==> config.mk <==
export PLATFORM = sky130hd
export DESIGN_NAME = motion_vector_encode_flat
export DESIGN_NICKNAME = d
export VERILOG_FILES = /design/src/rtl/motion_vector_encode_if.sv /design/src/rtl/motion_vector_encode.sv /design/src/flat_wrapper.sv
export SDC_FILE = /design/constraint.sdc
export NUM_CORES = 1
export LEC_CHECK = 0
export CELL_PAD_IN_SITES_DETAIL_PLACEMENT = 0
export CELL_PAD_IN_SITES_GLOBAL_PLACEMENT = 1
export CORE_MARGIN = 2
export CORE_UTILIZATION = 37
export CTS_CLUSTER_SIZE = 16
export DETAILED_ROUTE_END_ITERATION = 6
export PLACE_DENSITY = 0.86
export SYNTH_ARGS = -nofsm -noshare
export SYNTH_HDL_FRONTEND = slang
export SYNTH_SLANG_ARGS = --single-unit
==> constraint.sdc <==
create_clock -name clk -period 5.2 [get_ports clk]
set_input_delay 1.04 -clock clk [delete_from_list [all_inputs] [get_ports clk]]
set_output_delay 1.04 -clock clk [all_outputs]
set_load 0.03 [all_outputs]
==> src/rtl/motion_vector_encode_if.sv <==
// Request/response bundle for motion_vector_encode: request handshake with the
// vector and predictor, the putbits word stream, and the updated PMV pair.
interface motion_vector_encode_if #(
    parameter int unsigned PW = 16
);
    logic                 in_valid;
    logic                 in_ready;
    logic signed [PW-1:0] in_pred_h;
    logic signed [PW-1:0] in_pred_v;
    logic signed [PW-1:0] in_mv_h;
    logic signed [PW-1:0] in_mv_v;
    logic                 in_mvfs_en;
    logic                 in_mvfs;
    logic                 mvscale;
    logic [31:0]          out_word;
    logic [4:0]           out_len;
    logic                 out_valid;
    logic                 out_ready;
    logic signed [PW-1:0] out_pmv_h;
    logic signed [PW-1:0] out_pmv_v;
    logic                 done;

    // Requester / packer side
    modport master (
        output in_valid, in_pred_h, in_pred_v, in_mv_h, in_mv_v,
        output in_mvfs_en, in_mvfs, mvscale, out_ready,
        input  in_ready, out_word, out_len, out_valid, out_pmv_h, out_pmv_v, done
    );

    // Encoder side
    modport slave (
        input  in_valid, in_pred_h, in_pred_v, in_mv_h, in_mv_v,
        input  in_mvfs_en, in_mvfs, mvscale, out_ready,
        output in_ready, out_word, out_len, out_valid, out_pmv_h, out_pmv_v, done
    );
endinterface

==> src/rtl/motion_vector_encode.sv <==
// MPEG-2 motion vector encoder: codes one vector against its predictor as an
// optional field-select bit, then horizontal and vertical motion_code VLC +
// sign + residual words, one right-justified word per handshake.
// PW must match the PW of the connected interface.
module motion_vector_encode #(
    parameter int unsigned H_R_SIZE = 1,
    parameter int unsigned V_R_SIZE = 1,
    parameter int unsigned PW       = 16
) (
    input logic                   clk,
    input logic                   rst,
    motion_vector_encode_if.slave bus
);
    localparam int unsigned DW = PW + 2;

    typedef logic signed [DW-1:0] dval_t;

    typedef struct packed {
        logic [31:0] word;
        logic [4:0]  len;
    } field_t;

    typedef enum logic [2:0] {
        StIdle, StFs, StCalcH, StEmitH, StCalcV, StEmitV, StDone
    } state_t;

    state_t               state_q, state_d;
    logic signed [PW-1:0] pred_h_q, pred_v_q, mv_h_q, mv_v_q;
    logic                 mvscale_q;
    logic [31:0]          word_q, word_d;
    logic [4:0]           len_q, len_d;
    logic signed [PW-1:0] pmv_h_q, pmv_h_d, pmv_v_q, pmv_v_d;
    logic signed [PW-1:0] pred_v_eff;
    logic                 in_ready, accept, xfer;
    field_t               field_h, field_v;

    // motion_code VLC, codes 0..16 (16 falls to default)
    function automatic field_t vlc_lookup(input logic [4:0] code);
        field_t v;
        case (code)
            5'd0:    v = '{word: 32'h001, len: 5'd1};
            5'd1:    v = '{word: 32'h001, len: 5'd2};
            5'd2:    v = '{word: 32'h001, len: 5'd3};
            5'd3:    v = '{word: 32'h001, len: 5'd4};
            5'd4:    v = '{word: 32'h003, len: 5'd6};
            5'd5:    v = '{word: 32'h005, len: 5'd7};
            5'd6:    v = '{word: 32'h004, len: 5'd7};
            5'd7:    v = '{word: 32'h003, len: 5'd7};
            5'd8:    v = '{word: 32'h00B, len: 5'd9};
            5'd9:    v = '{word: 32'h00A, len: 5'd9};
            5'd10:   v = '{word: 32'h009, len: 5'd9};
            5'd11:   v = '{word: 32'h011, len: 5'd10};
            5'd12:   v = '{word: 32'h010, len: 5'd10};
            5'd13:   v = '{word: 32'h00F, len: 5'd10};
            5'd14:   v = '{word: 32'h00E, len: 5'd10};
            5'd15:   v = '{word: 32'h00D, len: 5'd10};
            default: v = '{word: 32'h00C, len: 5'd10};
        endcase
        return v;
    endfunction

    // Wrap the difference into [-16f, 16f-1], split into code/residual, pack the word
    function automatic field_t encode(input logic signed [PW-1:0] mv,
                                      input logic signed [PW-1:0] pred,
                                      input int unsigned          r);
        dval_t       f, delta, mag;
        logic [DW-1:0] t, res;
        logic [4:0]  code;
        field_t      fld;
        f     = dval_t'(1) << r;
        delta = dval_t'(mv) - dval_t'(pred);
        if (delta > (f <<< 4) - dval_t'(1)) begin
            delta = delta - (f <<< 5);
        end else if (delta < -(f <<< 4)) begin
            delta = delta + (f <<< 5);
        end
        mag  = delta[DW-1] ? -delta : delta;
        t    = mag + f - dval_t'(1);
        code = 5'(t >> r);
        res  = t & (f - dval_t'(1));
        fld  = vlc_lookup(code);
        if (code != 5'd0) begin
            fld.word = {fld.word[30:0], delta[DW-1]};
            fld.len  = fld.len + 5'd1;
            if (r != 0) begin
                fld.word = (fld.word << r) | 32'(res);
                fld.len  = fld.len + 5'(r);
            end
        end
        return fld;
    endfunction

    assign in_ready = (state_q == StIdle);
    assign accept   = bus.in_valid & in_ready;
    assign xfer     = bus.out_valid & bus.out_ready;

    assign bus.in_ready  = in_ready;
    assign bus.out_valid = (state_q == StFs) || (state_q == StEmitH) || (state_q == StEmitV);
    assign bus.done      = (state_q == StDone);
    assign bus.out_word  = word_q;
    assign bus.out_len   = len_q;
    assign bus.out_pmv_h = pmv_h_q;
    assign bus.out_pmv_v = pmv_v_q;

    // Field words from the captured request
    always_comb begin
        pred_v_eff = mvscale_q ? (pred_v_q >>> 1) : pred_v_q;
        field_h    = encode(mv_h_q, pred_h_q, H_R_SIZE);
        field_v    = encode(mv_v_q, pred_v_eff, V_R_SIZE);
    end

    // Next state, output word and PMV update
    always_comb begin
        state_d = state_q;
        word_d  = word_q;
        len_d   = len_q;
        pmv_h_d = pmv_h_q;
        pmv_v_d = pmv_v_q;
        unique case (state_q)
            StIdle: begin
                if (accept) begin
                    if (bus.in_mvfs_en) begin
                        state_d = StFs;
                        word_d  = {31'b0, bus.in_mvfs};
                        len_d   = 5'd1;
                    end else begin
                        state_d = StCalcH;
                    end
                end
            end
            StFs: if (xfer) state_d = StCalcH;
            StCalcH: begin
                word_d  = field_h.word;
                len_d   = field_h.len;
                state_d = StEmitH;
            end
            StEmitH: if (xfer) state_d = StCalcV;
            StCalcV: begin
                word_d  = field_v.word;
                len_d   = field_v.len;
                state_d = StEmitV;
            end
            StEmitV: begin
                // PMV loads on entry to StDone so it is valid while done is high
                if (xfer) begin
                    state_d = StDone;
                    pmv_h_d = mv_h_q;
                    pmv_v_d = mvscale_q ? (mv_v_q <<< 1) : mv_v_q;
                end
            end
            StDone:  state_d = StIdle;
            default: state_d = StIdle;
        endcase
    end

    // State and output registers
    always_ff @(posedge clk or posedge rst) begin
        if (rst) begin
            state_q <= StIdle;
            word_q  <= '0;
            len_q   <= '0;
            pmv_h_q <= '0;
            pmv_v_q <= '0;
        end else begin
            state_q <= state_d;
            word_q  <= word_d;
            len_q   <= len_d;
            pmv_h_q <= pmv_h_d;
            pmv_v_q <= pmv_v_d;
        end
    end

    // Request capture on accept
    always_ff @(posedge clk or posedge rst) begin
        if (rst) begin
            pred_h_q  <= '0;
            pred_v_q  <= '0;
            mv_h_q    <= '0;
            mv_v_q    <= '0;
            mvscale_q <= 1'b0;
        end else if (accept) begin
            pred_h_q  <= bus.in_pred_h;
            pred_v_q  <= bus.in_pred_v;
            mv_h_q    <= bus.in_mv_h;
            mv_v_q    <= bus.in_mv_v;
            mvscale_q <= bus.mvscale;
        end
    end
endmodule

==> src/flat_wrapper.sv <==
// flat-port wrapper written by rule: the top's interface ports become plain ports
module motion_vector_encode_flat 
#(
    parameter int unsigned H_R_SIZE = 1,
    parameter int unsigned V_R_SIZE = 1,
    parameter int unsigned PW       = 16
)
  (clk, rst, bus_in_valid, bus_in_pred_h, bus_in_pred_v, bus_in_mv_h, bus_in_mv_v, bus_in_mvfs_en, bus_in_mvfs, bus_mvscale, bus_out_ready, bus_in_ready, bus_out_word, bus_out_len, bus_out_valid, bus_out_pmv_h, bus_out_pmv_v, bus_done);
  motion_vector_encode_if #(.PW(PW)) bus_i ();
  input logic clk;
  input logic rst;
  input wire logic [$bits(bus_i.in_valid)-1:0] bus_in_valid;
  input wire logic [$bits(bus_i.in_pred_h)-1:0] bus_in_pred_h;
  input wire logic [$bits(bus_i.in_pred_v)-1:0] bus_in_pred_v;
  input wire logic [$bits(bus_i.in_mv_h)-1:0] bus_in_mv_h;
  input wire logic [$bits(bus_i.in_mv_v)-1:0] bus_in_mv_v;
  input wire logic [$bits(bus_i.in_mvfs_en)-1:0] bus_in_mvfs_en;
  input wire logic [$bits(bus_i.in_mvfs)-1:0] bus_in_mvfs;
  input wire logic [$bits(bus_i.mvscale)-1:0] bus_mvscale;
  input wire logic [$bits(bus_i.out_ready)-1:0] bus_out_ready;
  output wire logic [$bits(bus_i.in_ready)-1:0] bus_in_ready;
  output wire logic [$bits(bus_i.out_word)-1:0] bus_out_word;
  output wire logic [$bits(bus_i.out_len)-1:0] bus_out_len;
  output wire logic [$bits(bus_i.out_valid)-1:0] bus_out_valid;
  output wire logic [$bits(bus_i.out_pmv_h)-1:0] bus_out_pmv_h;
  output wire logic [$bits(bus_i.out_pmv_v)-1:0] bus_out_pmv_v;
  output wire logic [$bits(bus_i.done)-1:0] bus_done;
  assign bus_i.in_valid = bus_in_valid;
  assign bus_i.in_pred_h = bus_in_pred_h;
  assign bus_i.in_pred_v = bus_in_pred_v;
  assign bus_i.in_mv_h = bus_in_mv_h;
  assign bus_i.in_mv_v = bus_in_mv_v;
  assign bus_i.in_mvfs_en = bus_in_mvfs_en;
  assign bus_i.in_mvfs = bus_in_mvfs;
  assign bus_i.mvscale = bus_mvscale;
  assign bus_i.out_ready = bus_out_ready;
  assign bus_in_ready = bus_i.in_ready;
  assign bus_out_word = bus_i.out_word;
  assign bus_out_len = bus_i.out_len;
  assign bus_out_valid = bus_i.out_valid;
  assign bus_out_pmv_h = bus_i.out_pmv_h;
  assign bus_out_pmv_v = bus_i.out_pmv_v;
  assign bus_done = bus_i.done;
  motion_vector_encode #(.H_R_SIZE(H_R_SIZE), .V_R_SIZE(V_R_SIZE), .PW(PW)) u_core (.clk(clk), .rst(rst), .bus(bus_i));
endmodule
==> results of run 1 <==
## registers in the layout, summed over array words and instances (netlist names)
name	flops
u_core.mvscale_q	1
u_core.bus.out_word	7
u_core.mv_h_q	16
u_core.pred_h_q	16
u_core.state_q	3
u_core.bus.out_pmv_h	16
u_core.bus.out_pmv_v	16
u_core.bus.out_len	5
u_core.mv_v_q	16
u_core.pred_v_q	16
## final cells by class
type	count	area (um2)
fill	2033	11300
multi-input combinational	675	5190
sequential	112	2800
timing repair buffer	170	1600
tap	280	350
clock buffer	9	225
inverter	43	164
clock inverter	7	100
## metal layers
layer  up-vias  global-route usage [%]  wire (um)
met4         0                    5.56        358
met2       150                    27.5       9510
li1       3378                       -          -
met3        23                    3.87       1010
met5         -                       0          0
met1      3259                    24.4      10100
## worst max-delay path, stage by stage (launching register included)
cell and delay, ns:
dfrtp_2 0.44, mux2_2 0.23, ha_1 0.15, inv_1 0.05, fa_1 0.39, a21o_1 0.23
a221oi_4 0.30, o22ai_2 0.12, or3_4 0.36, a2111oi_4 0.37, a41o_2 0.26, nand3_2 0.09
mux2_4 0.34, ha_4 0.18, buf_4 0.15, or3b_1 0.38, a31oi_2 0.26, nand2b_2 0.15
o2111a_1 0.15, a221o_1 0.25
## worst max-delay path by stage
stage | endpoint | slack [ns] | cells after the start | start
2_1_floorplan | u_core.bus.out_len[3] | 0.03 | 23 | u_core.mvscale_q
3_3_place_gp | u_core.bus.out_len[3] | 0.06 | 25 | u_core.pred_h_q[0]
3_5_place_dp | u_core.bus.out_len[3] | -0.01 | 27 | u_core.mv_h_q[0]
4_1_cts | u_core.bus.out_len[3] | 0.02 | 20 | u_core.mvscale_q
5_1_grt | u_core.bus.out_len[3] | -0.05 | 21 | u_core.mvscale_q
6_report | u_core.bus.out_word[2] | 0.21 | 19 | u_core.mvscale_q
## logic make-up after synthesis
| kind of cell | after synthesis |
|---|---|
| other cells | 1 |
| mux | 104 |
| flops | 112 |
| buf+inv | 102 |
| fa+ha+maj | 49 |
| simple gates | 240 |
| compound gates | 220 |
| xor+xnor | 37 |
## through the flow
stage,instances,hold WS (ns),utilization (%),TNS [ns]
after floorplan,889,0.477,-,0
after global placement,1272,0.465,45.2,0
after detailed placement,1272,0.476,45.2,-0.0133
after CTS,1288,0.493,46.7,0
after global routing,1296,0.511,48.0,-0.0532
final,1296,0.494,48.0,0
## synthesized netlist by cell type, drive strengths merged, types with 13 or more instances
cell type  number  area [um2]
and2           14        87.6
mux2i          39         394
xnor2          19         174
clkbuf         30         114
o21ai          67         335
nand2          84         320
inv            43         161
buf            29         208
mux2           65         736
nor3           13        65.1
a21o           21         158
xor2           18         214
nor2           43         161
dfrtp         112        2800
ha             47         588
nand3          16        85.1
a21oi          41         205
## timing repair
item,in CTS,in global routing
endpoints found under the setup margin,1,11
pin swaps,1,24
gates cloned,0,1
resized for setup,2,42
buffers inserted,0,7
==> results.py, run 1 <==
metrics = {
    "final_layout": {
        "final_common_cell": "clkdlybuf4s50_1",
        "final_cell_mix": "clkdlybuf4s50_1, dfrtp_1, nand2_1",
        "fin_area_um2": 10400,
        "syn2layout_area_growth_pct": 27.7,
        "diodes": 0,
        "layout-drive-gt1-share_pct": 19.5,
        "nets": 1131,
    },
    "drt": {
        "drc": 0,
        "viasPerCell": 5.25,
        "drtPass1Iterations": 4,
        "wl_um": 21000,
        "num_vias": 6810,
        "first_iter_violations": 448,
        "routedWlPerCell_um": 16.2,
        "drtAntennaViolNets": 0,
    },
    "clock_tree": {
        "path_clk_slew_ns": 0.08,
        "clk_root_buffer_cell": "clkbuf_16",
        "clk_latency_ns": 0.37,
        "htreeDepth": 3,
        "hold_buffers": 0,
        "clock-sinks": 112,
        "clockBufferDepth": 2,
        "cts_buffers": 9,
        "cts_tree": "done",
    },
    "logic_synthesis": {
        "synth_area_per_cell_um2": 9.45,
        "synth_top_family_by_area": "compound AO/OA/AOI/OAI gates",
        "post_synth_num_cell_types": 83,
        "syn_inst": 865,
        "synth_edf_count": 0,
        "yosys_warnings": 0,
        "synth-main-ff-cell": "dfrtp_1",
        "ys_seq_area_share_pct": 34.3,
        "synth_xor_area_share_pct": 4.74,
        "synth_seq_cells": 112,
        "synthSimpleGateAreaFrac_pct": 15.1,
        "netlist_area_um2": 8180,
        "synthMuxAreaShare_pct": 13.8,
        "synth_compound_area_share_pct": 18.4,
        "synthAdderAreaFrac_pct": 7.68,
        "async_reset_ff_share_pct": 100,
    },
    "place": {
        "place.gp.congestion": 0.869,
        "dpl-instance-area_um2": 9840,
        "preCtsSetupSlack_ns": -0.0133,
        "port-buffer-count": 117,
        "dp.final_hpwl_um": 15800,
    },
    "grt": {
        "grt_pass1_vias": 6745,
        "grt_overflow": 0,
        "grt_pass1_wl_um": 33800,
        "grt_max_degree": 85,
        "antenna_found_initial": 0,
        "grt_usage_pct": 17.6,
    },
    "timing": {
        "hold_viol": 0,
        "finClkSkew_ns": 0.0120,
        "maxSlewHeadroom_pct": 29.2,
        "min_period_ns": 4.99,
        "fin_crit_sh_pct": 96.0,
        "tightest_slew_ns": 1.06,
        "setup_viol": 0,
        "slew_viol_final": 0,
        "worst_slack_ns": 0.207,
        "max_freq_mhz": 200,
    },
    "hold_path": {
        "min_to": "u_core.bus.out_len[4]",
        "min_path_cells": 1,
        "min_path_type": "reg -> reg",
        "hold_path_startpoint": "u_core.bus.out_len[4]",
    },
    "critical_path": {
        "reg2regPathDepth": 19,
        "r2r-end": "u_core.bus.out_word[2]",
        "r2r-start": "u_core.mvscale_q",
        "endpoint_kind": "flip-flop",
        "crit_required_ns": 5.45,
        "worstPathMaxFanout": 5,
        "rrSetupSlack_ns": 0.21,
        "criticalPathCategory": "reg -> reg",
        "start_kind": "flip-flop",
        "cp.arrival_ns": 5.24,
    },
    "floorplanning": {
        "die_area_um2": 23300,
        "core_area_um2": 21800,
        "rows": 54,
        "die_x_um": 153,
        "io_pins": 143,
        "initial_core_util_pct": 37.6,
        "chipHeight_um": 153,
    },
    "flow_run": {
        "cap_violations": 0,
    },
    "outcome": {
        "status": "complete, no violations",
    },
}
Power of run 1 is left out: the tool's default activity adds up to more than one toggle a clock period on the data nets, which glitch-free logic cannot reach.
==> run 2, diff against run 1 <==
CAP_MARGIN = 20   (was default)
==> results of run 2 <==
The final DEF is identical to that of run 1; final timing and power are the same.
Power of run 2 is left out for the same reason.
